===== config.mk =====
export PLATFORM = sky130hd
export DESIGN_NAME = adc_spi_reader
export DESIGN_NICKNAME = d
export VERILOG_FILES = /design/src/rtl/adc_spi_reader.sv
export SDC_FILE = /design/constraint.sdc
export NUM_CORES = 1
export LEC_CHECK = 0
export CORE_MARGIN = 10
export CORE_UTILIZATION = 35
export CTS_CLUSTER_DIAMETER = 150
export DETAILED_ROUTE_END_ITERATION = 7
export SYNTH_ARGS = -nofsm -noshare
export SYNTH_HDL_FRONTEND = slang
export SYNTH_SLANG_ARGS = --single-unit

===== constraint.sdc =====
create_clock -name clk -period 2.7 [get_ports clk]
set_clock_uncertainty 0.15 [all_clocks]
set_input_delay 0.54 -clock clk [delete_from_list [all_inputs] [get_ports clk]]
set_output_delay 0.54 -clock clk [all_outputs]
set_load 0.01 [all_outputs]

===== src/rtl/adc_spi_reader.sv =====
// adc_spi_reader
//   SPI master for an 8-channel 12-bit serial ADC (ADC128S022-style).
//   Each frame is 16 SCLK periods long. The channel address goes out on
//   ADC_SADDR and 16 bits come back on ADC_SDAT; the last 12 of them are the
//   result. The ADC converts the channel addressed in the previous frame, so
//   sample_chan reports the previous frame's address.
//
// Ports
//   clk           system clock
//   rst           asynchronous active-high reset
//   en            run continuous conversions while high
//   chan[2:0]     channel to address; latched when a frame starts
//   ADC_SCLK      serial clock to the ADC, idles high
//   ADC_CS_N      chip select, active low
//   ADC_SADDR     serial address to the ADC DIN pin
//   ADC_SDAT      serial data from the ADC DOUT pin
//   sample_out    last completed conversion result
//   sample_chan   channel that sample_out was converted from
//   sample_valid  one-cycle strobe when sample_out/sample_chan update
module adc_spi_reader #(
  parameter int CLK_DIV   = 8,  // clk cycles per SCLK half-period, >= 2
  parameter int FRAME_GAP = 4   // clk cycles with CS_N high between frames, >= 1
) (
  input  logic        clk,
  input  logic        rst,
  input  logic        en,
  input  logic [2:0]  chan,
  output logic        ADC_SCLK,
  output logic        ADC_CS_N,
  output logic        ADC_SADDR,
  input  logic        ADC_SDAT,
  output logic [11:0] sample_out,
  output logic [2:0]  sample_chan,
  output logic        sample_valid
);

  localparam int DIV_W = $clog2(CLK_DIV);
  localparam int GAP_W = (FRAME_GAP > 1) ? $clog2(FRAME_GAP) : 1;
  localparam logic [DIV_W-1:0] DIV_LAST = DIV_W'(CLK_DIV - 1);
  localparam logic [GAP_W-1:0] GAP_LAST = GAP_W'(FRAME_GAP - 1);

  typedef enum logic [2:0] {IDLE, START, SHIFT, DONE, GAP} state_t;

  state_t            state_reg, state_next;
  logic [DIV_W-1:0]  div_cnt_reg, div_cnt_next;
  logic [5:0]        tog_cnt_reg, tog_cnt_next;    // SCLK toggles done this frame
  logic [GAP_W-1:0]  gap_cnt_reg, gap_cnt_next;
  logic              sclk_reg, sclk_next;
  logic              cs_n_reg, cs_n_next;
  logic              saddr_reg, saddr_next;
  logic              valid_reg, valid_next;
  logic [11:0]       sample_reg, sample_next;
  logic [2:0]        schan_reg, schan_next;
  logic [2:0]        prev_chan_reg, prev_chan_next;
  logic [2:0]        frame_addr_reg, frame_addr_next;
  // Only the low 12 bits of the 16-bit frame are kept; the four leading
  // bits shift straight out of the top and are never looked at.
  logic [11:0]       shreg_reg, shreg_next;

  logic              shifting, div_wrap, is_fall, is_rise, frame_end;
  logic              frame_start, gap_last;
  logic [5:0]        tog_k;        // number of the toggle due at this wrap
  logic [3:0]        addr_idx;
  logic [15:0]       frame_word;

  assign shifting   = (state_reg == START) || (state_reg == SHIFT);
  assign div_wrap   = shifting && (div_cnt_reg == DIV_LAST);
  assign tog_k      = tog_cnt_reg + 6'd1;
  // Toggles 1..32 drive SCLK; odd ones fall, even ones rise. Toggle 33 is
  // the end of the final high half-period and closes the frame.
  assign is_fall    = div_wrap && (tog_k <= 6'd32) && tog_k[0];
  assign is_rise    = div_wrap && (tog_k <= 6'd32) && !tog_k[0];
  assign frame_end  = div_wrap && (tog_k == 6'd33);
  assign gap_last   = (gap_cnt_reg == GAP_LAST);
  assign frame_word = {2'b00, frame_addr_reg, 11'b0};
  // Falling edge n sends bit 16-n; with tog_cnt even, n = tog_cnt/2 + 1.
  assign addr_idx   = 4'd15 - tog_cnt_reg[4:1];

  // State register
  always_ff @(posedge clk or posedge rst) begin
    if (rst) begin
      state_reg <= IDLE;
    end else begin
      state_reg <= state_next;
    end
  end

  // Next-state logic
  always_comb begin
    state_next = state_reg;
    case (state_reg)
      IDLE:    if (en) state_next = START;
      START:   if (div_wrap) state_next = SHIFT;
      SHIFT:   if (frame_end) state_next = DONE;
      DONE:    state_next = GAP;
      GAP:     if (gap_last) state_next = en ? START : IDLE;
      default: state_next = IDLE;
    endcase
  end

  assign frame_start = ((state_reg == IDLE) || (state_reg == GAP)) &&
                       (state_next == START);

  // Output / datapath next values
  always_comb begin
    sclk_next       = sclk_reg;
    cs_n_next       = cs_n_reg;
    saddr_next      = saddr_reg;
    valid_next      = 1'b0;
    sample_next     = sample_reg;
    schan_next      = schan_reg;
    prev_chan_next  = prev_chan_reg;
    frame_addr_next = frame_addr_reg;
    shreg_next      = shreg_reg;
    div_cnt_next    = div_cnt_reg;
    tog_cnt_next    = tog_cnt_reg;
    gap_cnt_next    = gap_cnt_reg;

    if (frame_start) begin
      cs_n_next       = 1'b0;
      sclk_next       = 1'b1;
      saddr_next      = 1'b0;
      frame_addr_next = chan;
      div_cnt_next    = '0;
      tog_cnt_next    = '0;
    end

    if (shifting) begin
      div_cnt_next = div_wrap ? '0 : div_cnt_reg + 1'b1;
      if (div_wrap) tog_cnt_next = tog_k;
      if (is_fall) begin
        sclk_next  = 1'b0;
        saddr_next = frame_word[addr_idx];
      end
      if (is_rise) begin
        // Capture DOUT on the same clk edge that raises SCLK.
        sclk_next  = 1'b1;
        shreg_next = {shreg_reg[10:0], ADC_SDAT};
      end
      if (frame_end) begin
        cs_n_next      = 1'b1;
        saddr_next     = 1'b0;
        valid_next     = 1'b1;
        sample_next    = shreg_reg;
        // The result belongs to the address sent one frame earlier.
        schan_next     = prev_chan_reg;
        prev_chan_next = frame_addr_reg;
      end
    end

    if (state_reg == DONE) gap_cnt_next = '0;
    if (state_reg == GAP)  gap_cnt_next = gap_cnt_reg + 1'b1;
  end

  always_ff @(posedge clk or posedge rst) begin
    if (rst) begin
      sclk_reg       <= 1'b1;
      cs_n_reg       <= 1'b1;
      saddr_reg      <= 1'b0;
      valid_reg      <= 1'b0;
      sample_reg     <= '0;
      schan_reg      <= '0;
      prev_chan_reg  <= '0;
      frame_addr_reg <= '0;
      shreg_reg      <= '0;
      div_cnt_reg    <= '0;
      tog_cnt_reg    <= '0;
      gap_cnt_reg    <= '0;
    end else begin
      sclk_reg       <= sclk_next;
      cs_n_reg       <= cs_n_next;
      saddr_reg      <= saddr_next;
      valid_reg      <= valid_next;
      sample_reg     <= sample_next;
      schan_reg      <= schan_next;
      prev_chan_reg  <= prev_chan_next;
      frame_addr_reg <= frame_addr_next;
      shreg_reg      <= shreg_next;
      div_cnt_reg    <= div_cnt_next;
      tog_cnt_reg    <= tog_cnt_next;
      gap_cnt_reg    <= gap_cnt_next;
    end
  end

  assign ADC_SCLK     = sclk_reg;
  assign ADC_CS_N     = cs_n_reg;
  assign ADC_SADDR    = saddr_reg;
  assign sample_out   = sample_reg;
  assign sample_chan  = schan_reg;
  assign sample_valid = valid_reg;

endmodule


# After elaboration in Yosys (flattened, before gate mapping)
# Cells that the tools add are included.
[classes]
muxes = 29
n_eq_ne = 8
n_reduce_logical = 14
n_lt_le_gt_ge = 2
n_addsub = 4
[op_table]
columns = ["operator", "n"]
rows = [
  ["two-way mux 3 bit", 7],
  ["two-way mux 6 bit", 3],
  ["two-way mux 1 bit", 15],
  ["case mux 3 bit (5 select lines)", 1],
  ["adder 6 x 1 -> 6 bit (second input constant)", 1],
  ["== test 3 x 1 -> 1 bit (second input constant)", 2],
  ["== test 3 x 2 -> 1 bit (second input constant)", 2],
  ["== test 3 bit (second input constant)", 2],
  ["== test 6 bit (second input constant)", 1],
  ["less-or-equal comparator 6 bit (second input constant)", 1],
  ["logical AND 1 bit", 6],
  ["< comparator 4 x 5 -> 1 bit (second input constant)", 1],
  ["binary-select mux 1 bit (select 4 bit)", 1],
  ["two-way mux 2 bit", 2],
  ["AND reduction 2 bit", 2],
  ["nonzero test 2 bit", 2],
  ["subtractor 4 bit (first input constant)", 1],
  ["adder 3 x 1 -> 3 bit (second input constant)", 1],
  ["logical NOT 3 bit", 1],
  ["adder 2 x 1 -> 2 bit (second input constant)", 1],
  ["== test 2 bit (second input constant)", 1],
  ["logical OR 1 bit", 2],
  ["logical NOT 1 bit", 1],
]
[totals]
regBits = 51
inputBits = 7

# Depth between registers and ports, before layout
[depth]
depth_word = 12
ltp_mapped = 9
mapped_depth_nobuf = 7

# Least setup slack after synthesis
# OpenSTA, ideal clock, no wires.
[synth_path]
kind = "register to register"
from = "register tog_cnt_reg[0]"
to = "register shreg_reg[0]"
stages_incl_launch_ff = 7
n_path_buf = 1
t_arrival_ps = 2147
setup_ps = 125
setup_slack_ps = 278
period_less_slack_ps = 2422
cell_sequence = "dfrtp_1 > ha_1 > or4b_4 > o221a_4 > nor3_4 > buf_12 > mux2_4"
[synth_between]
elab_chain_cells = 5
[synth_rtl]
columns = ["item", "line_no", "text"]
rows = [
  ["start: declaration", "46", "logic [5:0] tog_cnt_reg, tog_cnt_next;"],
  ["start signal: assignment", "180", "tog_cnt_reg <= tog_cnt_next;"],
  ["adder 6 x 1 -> 6 bit (*)", "68", "assign tog_k = tog_cnt_reg + 6'd1;"],
  ["less-or-equal comparator 6 bit", "72", "assign is_rise = div_wrap && (tog_k <= 6'd32) && !tog_k[0];"],
  ["logical AND 1 bit", "72", ""],
  ["logical AND 1 bit (*)", "72", ""],
  ["AND reduction 2 bit (no source line) (*)", "n/a", ""],
  ["end signal: assignment", "178", "shreg_reg <= shreg_next;"],
  ["end: declaration", "58", "logic [11:0] shreg_reg, shreg_next;"],
]
# Mark *: on every way between the ends. The rest lies on a longest branch, timed or not.
# A chain may end at the register's enable or synchronous reset.

# Worst setup path in the final report
[layout_path]
from = "register tog_cnt_reg[0]"
to = "register shreg_reg[10]"
# The elaborated chain is that of the path after synthesis.

==> flow_metrics.py <==
metrics = {
    "yosys": {
        "synth_top_area_frac": 0.5227,
        "synth_area_mm2": 0.002346,
        "ys_async_sr_fraction": 1.000,
        "yosysUniqueCellTypes": 43,
        "yosys-top-cells-count": "dfrtp_1 (49), mux2_1 (22), mux2_4 (10), nand3_1 (10)",
        "ys_ff_latch": 51,
        "yosysWarnings": 0,
        "syn_inst": 186,
        "syn_nets": 199,
        "synth_edf_count": 0,
        "yosysTopAreaCell": "dfrtp_1",
        "synthFlopType": "dfrtp_1",
        "ys_top_cells_by_area": "dfrtp_1 (52%), mux2_1 (11%), mux2_4 (6.4%), ha_1 (3.2%), dfstp_2 (2.2%)",
        "yosysSeqAreaShare": 0.5451,
        "avgSynthCellArea_um2": 12.61,
        "yosysMostFrequentCell": "dfrtp_1",
    },
    "routing": {
        "ant_nets": 0,
        "drt_iter0_drc": 46,
        "routed_wl_um": 4386,
        "viasPerCell": 5.097,
        "vias": 1478,
        "firstDrtPassIters": 4,
        "drc": 0,
        "routedWlPerCell_um": 15.12,
    },
    "critical_path": {
        "crit_path_start_kind": "flip-flop",
        "cp.arrival_ps": 2500,
        "crit_type": "flip-flop to flip-flop",
        "cp_max_fo": 12,
        "crit_path_end_kind": "flip-flop",
        "required_ps": 2740,
    },
    "clocking": {
        "ctsResizeCount": 0,
        "cts_sinks": 51,
        "cts_buffers": 5,
        "cts_tree": "yes",
        "cts.clk_slew.worst_paths_ps": 90,
        "insertion_delay_ps": 300,
        "hold_buffers": 0,
        "cts-root-buf": "clkbuf_8",
        "clock_path_buffers": 2,
        "htree_levels": 2,
        "postCtsSetupRepairBufs": 0,
    },
    "timing": {
        "worstMarginPinSlew_ps": 430.3,
        "setup_violations": 0,
        "max_freq_mhz": 406.2,
        "rsz0062_at_grt": "false",
        "fin_tns_setup_ps": 0,
        "hold_viol_final": 0,
        "fin_crit_ps": 2462,
        "maxSlewViolCount": 0,
        "post-route-period-util": 0.9117,
        "relSlewSlack": 0.7109,
    },
    "floorplan": {
        "io_pins": 26,
        "start_util": 0.3653,
        "fp-row-count": 29,
        "dieArea_mm2": 0.01038,
        "die_w_um": 101.9,
        "coreArea_mm2": 0.006422,
        "die-height_um": 101.9,
    },
    "grt": {
        "grt_pass1_wl_um": 7576,
        "grt_usage": 0.09154,
        "antenna_found_initial": 0,
        "grt_pass1_vias": 1572,
        "grt_max_degree": 44,
        "grt-ovfl-total": 0,
    },
    "power": {
        "irDropWorstVdd_uv": 283.5,
        "p_leak_uw": 0.001292,
        "p_per_area_mw_per_mm2": 696.6,
    },
    "placed_design": {
        "io_buffers": 25,
        "hpwl_um": 3001,
        "dp_cells": 283,
        "routabilityCongestion": 0.8325,
    },
    "hold_path": {
        "hold_path.class": "input pin to asynchronous set/reset pin",
    },
    "finish": {
        "fillers": 599,
        "nets": 226,
        "diodes": 0,
        "drive_gt1_frac": 0.1549,
        "areaGrowthSynthToFinish_pct": 19.95,
        "fin_cells": 290,
    },
    "status": {
        "outcome": "finished clean",
    },
    "job": {
        "maxCapViolCount": 0,
    },
}
[logic make-up after synthesis]
group,Yosys count,share of synthesized area
mux,34,0.1787
simple gates,41,0.09388
compound gates,29,0.08960
fa+ha+maj,6,0.03200
buf+inv,22,0.04960
xor+xnor,3,0.01120
flops,51,0.5451
[cell type report]
| type | count | area, µm² | area share |
|---|---|---|---|
| timing repair buffer | 33 | 347.8 | 0.1236 |
| sequential | 51 | 1279 | 0.4544 |
| tap | 77 | 96.34 | 0.03424 |
| multi-input combinational | 113 | 950.9 | 0.3379 |
| inverter | 9 | 33.78 | 0.01201 |
| clock buffer | 5 | 68.82 | 0.02446 |
| clock inverter | 2 | 37.54 | 0.01334 |
[layer usage]
metal,GRT usage,up-vias,part of all wire
li1,-,714,-
met1,0.1112,722,0.46
met2,0.1402,33,0.46
met3,0.03576,9,0.059
met4,0.04338,0,0.024
met5,0,-,0
[metrics by stage]
stage	util	total power, µW	instance area [µm²]	setup WS (ps)	hold WS, ps
after floorplan	-	1320	2346	277.8	304.1
after global placement	0.4216	1438	2708	290.4	319.6
after detailed placement	0.4216	1456	2708	248.3	321.8
after CTS	0.4381	1990	2814	230.9	305.0
after global routing	0.4381	2104	2814	159.4	307.6
final	0.4381	1960	2814	238.3	305.9
[report_power, final]
part / internal (µW) / switching (µW)
Sequential: 872 / 99.4
Clock: 271 / 247
Combinational: 224 / 247
Total: 1370 / 593
[critical path, cell delays in order, from the launching register on]
cell,delay (ps)
dfrtp_1,450
ha_1,230
or4b_4,540
o221a_4,280
nor3_4,200
buf_12,180
mux2_1,330
[worst paths after layout]
check | from | to | slack (ps) | cells after the start
setup / recovery | tog_cnt_reg[0] | shreg_reg[10] | 240 | 6
hold / removal | rst | sample_valid | 310 | 2
max in group asynchronous | rst | ADC_SCLK | 1540 | 3
setup reg to reg | tog_cnt_reg[0] | shreg_reg[10] | 240 | 6
hold reg to reg | sample_out[7] | sample_out[7] | 340 | 1
min in group clk | sample_out[7] | sample_out[7] | 340 | 1
[layout by cell type, fill, tap and decap left out, types with 2 or more instances in the layout]
master / netlist / routed
dfrtp_1: 49 / 49
clkdlybuf4s50_1: 0 / 25
mux2_1: 22 / 22
nand3_1: 10 / 10
mux2_4: 10 / 10
nand2_1: 9 / 9
inv_1: 9 / 8
nor2_1: 7 / 7
o21ai_1: 6 / 6
ha_1: 6 / 6
clkbuf_8: 0 / 5
buf_4: 1 / 5
a21oi_1: 4 / 4
nor3_1: 4 / 4
o22ai_1: 4 / 4
a32o_1: 3 / 3
buf_12: 1 / 3
dfstp_2: 2 / 2
o21a_1: 2 / 2
a21o_1: 2 / 2
or3_1: 2 / 2
a31oi_1: 2 / 2
xor2_1: 2 / 2
No activity file was read; power rests on OpenSTA's default activity.
